## src/rtl/led_control_multi.sv

```systemverilog
// rtl/led_control_multi.sv - multi-channel LED flasher with shared tick prescaler
module led_control_multi #(
    parameter int CLOCK_SPEED   = 25000000,
    parameter int TICK_HZ       = 1000,
    parameter int NUM_LEDS      = 4,
    parameter int SLOW_TICKS    = 500,
    parameter int FAST_TICKS    = 100,
    parameter int STRETCH_TICKS = 50,
    parameter int GAP_TICKS     = 1000
) (
    input  logic                    clock,
    input  logic                    reset,
    input  logic [3*NUM_LEDS-1:0]   mode,
    input  logic [NUM_LEDS-1:0]     trigger,
    input  logic [4*NUM_LEDS-1:0]   code,
    output logic [NUM_LEDS-1:0]     led,
    output logic                    tick
);

    localparam int DIV_RAW = CLOCK_SPEED / TICK_HZ;
    localparam int DIV     = (DIV_RAW < 1) ? 1 : DIV_RAW;
    localparam int PW      = (DIV > 1) ? $clog2(DIV) : 1;
    localparam logic [PW-1:0] PRESC_LAST = PW'(DIV - 1);

    localparam logic [15:0] SLOW_LAST = 16'(SLOW_TICKS - 1);
    localparam logic [15:0] FAST_LAST = 16'(FAST_TICKS - 1);
    localparam logic [15:0] GAP_LAST  = 16'(GAP_TICKS - 1);
    localparam logic [15:0] STRETCH   = 16'(STRETCH_TICKS);

    localparam logic [2:0] M_OFF  = 3'd0;
    localparam logic [2:0] M_ON   = 3'd1;
    localparam logic [2:0] M_SLOW = 3'd2;
    localparam logic [2:0] M_FAST = 3'd3;
    localparam logic [2:0] M_VARY = 3'd4;
    localparam logic [2:0] M_ACT  = 3'd5;
    localparam logic [2:0] M_CODE = 3'd6;

    typedef enum logic [1:0] {B_LOAD, B_ON, B_OFF, B_GAP} blink_state_t;

    // Tick counts live in 16-bit counters, so larger settings cannot be built.
    if (SLOW_TICKS > 65535 || FAST_TICKS > 65535 || STRETCH_TICKS > 65535 ||
        GAP_TICKS > 65535) begin : g_ticks_range
        $error("led_control_multi: *_TICKS must be <= 65535");
    end
    if (NUM_LEDS < 1 || NUM_LEDS > 16) begin : g_num_range
        $error("led_control_multi: NUM_LEDS must be 1..16");
    end

    logic [PW-1:0] presc;
    logic          tick_r;

    // Shared prescaler: one-clock tick strobe every DIV clocks.
    always_ff @(posedge clock or posedge reset) begin
        if (reset) begin
            presc  <= '0;
            tick_r <= 1'b0;
        end else if (presc == PRESC_LAST) begin
            presc  <= '0;
            tick_r <= 1'b1;
        end else begin
            presc  <= presc + PW'(1);
            tick_r <= 1'b0;
        end
    end

    assign tick = tick_r;

    for (genvar i = 0; i < NUM_LEDS; i++) begin : g_ch
        logic [2:0]   mode_i;
        logic [3:0]   code_i;
        logic         trig_i;
        logic [2:0]   prev_mode;
        logic [15:0]  cnt;
        logic [15:0]  half_last;
        logic [1:0]   phase;
        logic [3:0]   n_code;
        logic [3:0]   pulses;
        blink_state_t bstate;
        logic         led_r;

        assign mode_i = mode[3*i +: 3];
        assign code_i = code[4*i +: 4];
        assign trig_i = trigger[i];

        // Half-period for the flashing modes; vary uses slow for phases 0-1, fast for 2-3.
        always_comb begin
            half_last = SLOW_LAST;
            if (mode_i == M_FAST) begin
                half_last = FAST_LAST;
            end else if (mode_i == M_VARY && phase[1]) begin
                half_last = FAST_LAST;
            end
        end

        // Channel engine: a mode change reinitialises and beats any same-cycle tick.
        always_ff @(posedge clock or posedge reset) begin
            if (reset) begin
                prev_mode <= M_OFF;
                cnt       <= '0;
                phase     <= '0;
                n_code    <= '0;
                pulses    <= '0;
                bstate    <= B_LOAD;
                led_r     <= 1'b0;
            end else if (mode_i != prev_mode) begin
                prev_mode <= mode_i;
                cnt       <= '0;
                phase     <= '0;
                pulses    <= '0;
                bstate    <= B_LOAD;
                led_r     <= (mode_i == M_ON) || (mode_i == M_SLOW) ||
                             (mode_i == M_FAST) || (mode_i == M_VARY);
            end else begin
                case (mode_i)
                    M_ON: led_r <= 1'b1;
                    M_SLOW, M_FAST, M_VARY: begin
                        if (tick_r) begin
                            if (cnt == half_last) begin
                                cnt   <= '0;
                                led_r <= ~led_r;
                                phase <= phase + 2'd1;
                            end else begin
                                cnt <= cnt + 16'd1;
                            end
                        end
                    end
                    M_ACT: begin
                        if (trig_i) begin
                            led_r <= 1'b1;
                            cnt   <= STRETCH;
                        end else if (tick_r && cnt != 16'd0) begin
                            cnt <= cnt - 16'd1;
                            if (cnt == 16'd1) begin
                                led_r <= 1'b0;
                            end
                        end
                    end
                    M_CODE: begin
                        case (bstate)
                            B_LOAD: begin
                                n_code <= code_i;
                                pulses <= '0;
                                cnt    <= '0;
                                if (code_i == 4'd0) begin
                                    bstate <= B_GAP;
                                    led_r  <= 1'b0;
                                end else begin
                                    bstate <= B_ON;
                                    led_r  <= 1'b1;
                                end
                            end
                            B_ON: begin
                                if (tick_r) begin
                                    if (cnt == FAST_LAST) begin
                                        cnt    <= '0;
                                        led_r  <= 1'b0;
                                        pulses <= pulses + 4'd1;
                                        bstate <= B_OFF;
                                    end else begin
                                        cnt <= cnt + 16'd1;
                                    end
                                end
                            end
                            B_OFF: begin
                                if (tick_r) begin
                                    if (cnt == FAST_LAST) begin
                                        cnt <= '0;
                                        if (pulses < n_code) begin
                                            bstate <= B_ON;
                                            led_r  <= 1'b1;
                                        end else begin
                                            bstate <= B_GAP;
                                        end
                                    end else begin
                                        cnt <= cnt + 16'd1;
                                    end
                                end
                            end
                            B_GAP: begin
                                led_r <= 1'b0;
                                if (tick_r) begin
                                    if (cnt == GAP_LAST) begin
                                        cnt    <= '0;
                                        bstate <= B_LOAD;
                                    end else begin
                                        cnt <= cnt + 16'd1;
                                    end
                                end
                            end
                            default: bstate <= B_LOAD;
                        endcase
                    end
                    default: led_r <= 1'b0;
                endcase
            end
        end

        assign led[i] = led_r;
    end

endmodule

```

## config.mk

```make
export PLATFORM = sky130hd
export DESIGN_NAME = led_control_multi
export DESIGN_NICKNAME = d
export VERILOG_FILES = /design/src/rtl/led_control_multi.sv
export SDC_FILE = /design/constraint.sdc
export NUM_CORES = 1
export LEC_CHECK = 0
export ABC_AREA = 1
export CAP_MARGIN = 30
export CORE_UTILIZATION = 25
export DETAILED_ROUTE_END_ITERATION = 6
export GPL_TIMING_DRIVEN = 0
export SYNTH_ARGS = -nofsm -noshare
export SYNTH_HDL_FRONTEND = slang
export SYNTH_SLANG_ARGS = --single-unit
```

## constraint.sdc

```tcl
create_clock -name clock -period 6.5 [get_ports clock]
set_clock_uncertainty 0.05 [all_clocks]
set_input_delay 0.975 -clock clock [delete_from_list [all_inputs] [get_ports clock]]
set_output_delay 0.975 -clock clock [all_outputs]
set_load 0.01 [all_outputs]
```

* Word-level counts from Yosys, hierarchy flattened
Index checks and enable logic that the tools add are counted.
** Storage, ports and cells
- Register bits :: 144
- Output and inout port bits :: 5
- Logic and storage cells :: 462
- Input bits :: 34
** Operators by class
- Order comparisons :: 4
- Multiplexer cells :: 190
- $add $sub $neg :: 17
- Eq/ne operators :: 125
- Bitwise logic cells :: 8
- Reductions and logical operators :: 88
** Operators by type and width (number)
- 16-bit two-way mux :: 36
- 16-bit one-hot mux with 3 select lines :: 8
- 4-bit != test (second input constant) :: 36
- 2-bit two-way mux :: 56
- 3-bit != test (second input constant) :: 32
- 9-bit two-way mux :: 8
- 16-bit by 1-bit adder with 16-bit output (second input constant) :: 4
- 16-bit by 1-bit equality test with 1-bit output (second input constant) :: 4
- 16-bit by 10-bit equality test with 1-bit output (second input constant) :: 4
- 16-bit equality test :: 4
- 16-bit by 7-bit equality test with 1-bit output (second input constant) :: 4
- 4-bit two-way mux :: 16
- 16-bit nonzero test :: 4
- 16-bit by 1-bit subtractor with 16-bit output (second input constant) :: 4
- 1-bit two-way mux :: 49
- 3-bit equality test (second input constant) :: 12
- 9-bit AND reduction :: 4
- 1-bit one-hot mux with 4 select lines :: 8
- 2-bit one-hot mux with 4 select lines :: 4
- 4-bit one-hot mux with 2 select lines :: 4
- 2-bit nonzero test :: 16
- 7-bit AND reduction :: 4
- 3-bit by 2-bit equality test with 1-bit output (second input constant) :: 8
- 3-bit AND reduction :: 8
- 21 further kinds :: 95

* Logic depth before layout (Yosys ltp)
- Depth in word-level cells :: 9
- Mapped depth :: 16
- Mapped depth without buffers :: 14

* Worst setup path before layout
No wires, ideal clock.
- Kind :: in2reg
- Start point :: input mode[1]
- End point :: register g_ch[0].cnt[10]
- Slack :: 4.163 ns
- Cell stages on the path :: 10
- Setup time :: 0.116 ns
- Arrival :: 2.171 ns
- Data required time :: 6.334 ns
- Buffers on the path :: 2
- Path through :: buf_4 > xnor2_1 > nand2_1 > nor2_4 > nand3_1 > nand3_4 > nor2_2 > buf_6 > nand2_1 > nand2_1
** Between the ends
- Cells in the longest elaborated chain, start to end :: 9
- Elaborated cells on any way between the ends :: 21
- Those cells by class :: eq/ne (11); mux (6); reduce/logical (4)
** RTL lines
- from (decl) :: RTL line 13 : input logic [3*NUM_LEDS-1:0] mode,
- 3-bit equality test :: RTL line 90, 114
- 1-bit logical AND :: RTL line 90 : end else if (mode_i == M_VARY && phase[1]) begin
- 9-bit two-way mux :: RTL line 90
- 9-bit two-way mux :: RTL line 88 : if (mode_i == M_FAST) begin
- 16-bit equality test :: RTL line 118 : if (cnt == half_last) begin
- 16-bit two-way mux :: RTL line 118
- 16-bit two-way mux :: RTL line 117 : if (tick_r) begin
- 16-bit one-hot mux with 3 select lines :: RTL line 114 : case (mode_i)
- 16-bit two-way mux :: RTL line 105 : end else if (mode_i != prev_mode) begin
- to (signal assigned) :: RTL line 123 : cnt <= cnt + 16'd1;
- to (signal assigned) :: RTL line 132 : cnt <= cnt - 16'd1;
- to (signal assigned) :: RTL line 160 : cnt <= cnt + 16'd1;
- to (decl) :: RTL line 73 : logic [15:0] cnt;
Several ways; a longest one is shown, not always the timed one. The select of a mux whose other input is x is not followed.
A chain may end at the register's enable or synchronous reset.

* Final worst setup path
- Start point :: input mode[3]
- End point :: register g_ch[1].cnt[9]
** Between the ends
- Cells in the longest elaborated chain, start to end :: 9
- Elaborated cells on any way between the ends :: 21
- Those cells by class :: eq/ne (11); mux (6); reduce/logical (4)
** RTL lines (RTL line)
- 3-bit equality test :: 90, 114
- 1-bit logical AND :: 90
- 9-bit two-way mux :: 90
- 9-bit two-way mux :: 88
- 16-bit equality test :: 118
- 16-bit two-way mux :: 118
- 16-bit two-way mux :: 117
- 16-bit one-hot mux with 3 select lines :: 114
- 16-bit two-way mux :: 105
- to (signal assigned) :: 123
- to (signal assigned) :: 132
- to (signal assigned) :: 160
- to (decl) :: 73
Several ways; a longest one is shown, not always the timed one. The select of a mux whose other input is x is not followed.

==> impl_metrics.json <==
{
  "status": "finished, final reports clean",
  "ys.flop_type": "dfrtp_1",
  "cts_buffers": 17,
  "grt_pass1_vias": 11400,
  "gr-total-overflow": 0,
  "max_slew_margin_pct": 50.7,
  "fill_cells": 5674,
  "finalSetupTns_ps": 0,
  "clock_latency_ps": 450,
  "clockBufferDepth": 2,
  "fin_crit_ps": 2780,
  "synth_area_sq_um": 12700,
  "finalHoldViolations": 0,
  "vias_per_cell": 4.42,
  "final_nets": 2165,
  "post_cts_resized": 0,
  "fin_util_pct": 28.9,
  "wl_per_cell_um": 11.7,
  "antenna_found_initial": 0,
  "insertedDiodeCount": 0,
  "routed_wl_um": 32400,
  "io_buffers": 31,
  "required_ps": 6790,
  "hold_ws_ps": 433,
  "dieWidth_um": 227,
  "peakVddDrop_mv": 0.153,
  "synth_top_area_share_pct": 28.5,
  "synthDistinctLibCells": 46,
  "die_h_um": 227,
  "ctsRootBufferMaster": "clkbuf_16",
  "core-area_sq_um": 50100,
  "vias": 12200,
  "finalCritPeriodShare_pct": 42.8,
  "drc": 0,
  "synth-seq-area-share_pct": 28.5,
  "ys_ff_latch": 144,
  "final_max_slew_viol_count": 0,
  "drtIter0Drc": 771,
  "row_count": 82,
  "synthCells": 2026,
  "critPathSlowestCell": "clkdlybuf4s50_1",
  "ys_top_cells_by_area": "dfrtp_1 28%, nand2_1 22%, nand3_1 7.2%",
  "grt_max_degree": 79,
  "dpl.hpwl_um": 24500,
  "worst_slew_pin_slew_ps": 740,
  "place_ws_ps": 3240,
  "cts_setup_buffers": 0,
  "cp_max_fo": 10,
  "holdBufCountCts": 0,
  "setup_viol": 0,
  "yosysTopAreaCell": "dfrtp_1",
  "cts_tree": "done",
  "ioPinCount": 39,
  "crit_buf_inv": 4,
  "p_total_uw": 2490,
  "synth_edf_count": 0,
  "crit_path_frequent_cell": "nand2_1",
  "worst_slack_ps": 3720,
  "final_antenna_net_count": 0,
  "synth.top_cells.by_count": "725 x nand2_1, 224 x nor2_1, 221 x inv_1",
  "grt_usage_pct": 13.2,
  "power.density_nw_per_um2": 172,
  "cts_sinks": 144,
  "clk_pin_slew_ps": 60,
  "worstSetupPathType": "in -> reg",
  "start_util_pct": 25.3,
  "syn2layout_area_growth_pct": 14.3,
  "gp_congestion": 0.874,
  "crit_arrival_ps": 3070,
  "synth.net_count": 2113,
  "max-cap-violations": 0,
  "slowest_delay_ps": 630,
  "drive_gt1_share_pct": 8.61,
  "start_kind": "input port",
  "drtPass1Iterations": 5,
  "cp_top_family": "buffers and inverters",
  "crit_path_end_kind": "register",
  "cts.htree.levels": 4,
  "path_cells": "clkdlybuf4s50_1 > inv_2 > nand3_1 > inv_1 > nor2_1 > nand2_1 > nand3_4 > nor2_4 > buf_6 > nand2_1 > nand2_1",
  "p_leak_uw": 0.00773,
  "hold_class": "reg -> reg",
  "grt_pass1_wl_um": 55600,
  "yosysMostFrequentCell": "nand2_1",
  "syn_avg_cell_area_sq_um": 6.25,
  "dieArea_sq_um": 51500,
  "max_freq_ghz": 0.360,
  "ys_async_sr_fraction_pct": 100,
  "grt_setup_unrepaired": "false",
  "yosysWarnings": 0
}
-- cell families (layout without fill, tap and decap cells) --
| logic type | after synthesis | after routing | share of synthesized area, % |
|---|---|---|---|
| compound gates | 163 | 163 | 6.87 |
| xor+xnor | 76 | 76 | 5.32 |
| flops | 144 | 144 | 28.5 |
| fa+ha+maj | 53 | 53 | 5.24 |
| simple gates | 1272 | 1272 | 42.9 |
| buf+inv | 318 | 383 | 11.1 |
-- power breakdown --
group | internal, uW | total (uW) | switching [uW]
registers | 940 | 971 | 30.7
logic | 175 | 469 | 294
clock network | 620 | 1050 | 430
-- path summary, 6_finish.rpt --
path	startpoint	end	slack, ps	cells after the start
worst max-delay path	mode[3]	g_ch[1].cnt[9]	3720	11
worst min-delay path	g_ch[3].n_code[2]	g_ch[3].n_code[2]	430	2
worst max register to register	tick	g_ch[2].cnt[4]	4230	10
worst min register to register	g_ch[3].n_code[2]	g_ch[3].n_code[2]	430	2
max in group asynchronous	reset	g_ch[2].led_r	4600	3
min in group asynchronous	reset	g_ch[1].cnt[4]	1000	2
-- cells in the final DEF (no fill, tap or decap), types with 3 or more instances in the layout --
cell type | Yosys | layout
nor3_1 | 24 | 24
a21oi_1 | 44 | 44
nand3_2 | 5 | 5
nand3_1 | 181 | 181
o21ai_0 | 91 | 91
xnor2_1 | 8 | 8
nand4_1 | 40 | 40
buf_6 | 13 | 13
or2_2 | 22 | 22
o21ai_1 | 8 | 8
o21bai_1 | 3 | 3
bufinv_16 | 0 | 3
clkbuf_16 | 0 | 17
nor4_1 | 7 | 7
buf_2 | 35 | 36
inv_2 | 11 | 11
clkbuf_2 | 5 | 5
clkdlybuf4s50_1 | 0 | 31
buf_4 | 17 | 17
nand3_4 | 3 | 3
inv_6 | 0 | 5
ha_1 | 53 | 53
inv_1 | 221 | 220
dfrtp_1 | 144 | 144
nand3b_1 | 8 | 8
clkbuf_1 | 13 | 14
o211ai_1 | 4 | 4
nor2_2 | 11 | 11
nand2_2 | 14 | 14
xor2_1 | 67 | 67
nor2_1 | 224 | 224
clkinv_4 | 0 | 4
nor3_4 | 3 | 3
nand2_1 | 725 | 725
-- worst reg2reg max path, stage by stage (launching register included) --
cell	delay, ps
dfrtp_1	360
buf_2	350
inv_1	250
buf_2	310
nand3_2	140
nand2_2	70
nor2_1	210
inv_2	130
buf_6	170
nand2_1	60
nand2_1	50
-- cell type report --
type | instances | area [sq um] | share of cell area, %
clock buffer | 19 | 443 | 3.06
multi-input combinational | 1564 | 7640 | 52.8
timing repair buffer | 33 | 343 | 2.37
inverter | 234 | 883 | 6.11
tap | 672 | 841 | 5.81
buffer | 84 | 532 | 3.68
clock inverter | 13 | 175 | 1.21
sequential | 144 | 3600 | 24.9
-- layer usage --
metal | global-route usage [%] | part of all wire (%) | wire length [um] | up-vias
li1 | - | - | - | 6457
met1 | 18.5 | 51 | 16600 | 5501
met2 | 20.5 | 43 | 14000 | 208
met3 | 1.82 | 3.2 | 1030 | 41
met4 | 5.20 | 2.1 | 681 | 0
met5 | 0 | 0 | 0 | -
-- metrics by stage --
step / cells / cell area (sq um)
6_report: 2763 / 14500
5_1_grt: 2763 / 14500
2_1_floorplan: 2026 / 12700
4_1_cts: 2763 / 14500
3_5_place_dp: 2731 / 13800
3_3_place_gp: 2729 / 13800
-- state kept, by name, summed over array words and instances, names as in the netlist --
| register | flops |
|---|---|
| g_ch.cnt | 64 |
| g_ch.n_code | 16 |
| g_ch.pulses | 16 |
| presc | 15 |
| g_ch.prev_mode | 12 |
| g_ch.bstate | 8 |
| g_ch.phase | 8 |
| g_ch.led_r | 4 |
| tick | 1 |
Note: power is estimated with default switching activity, not from simulation.
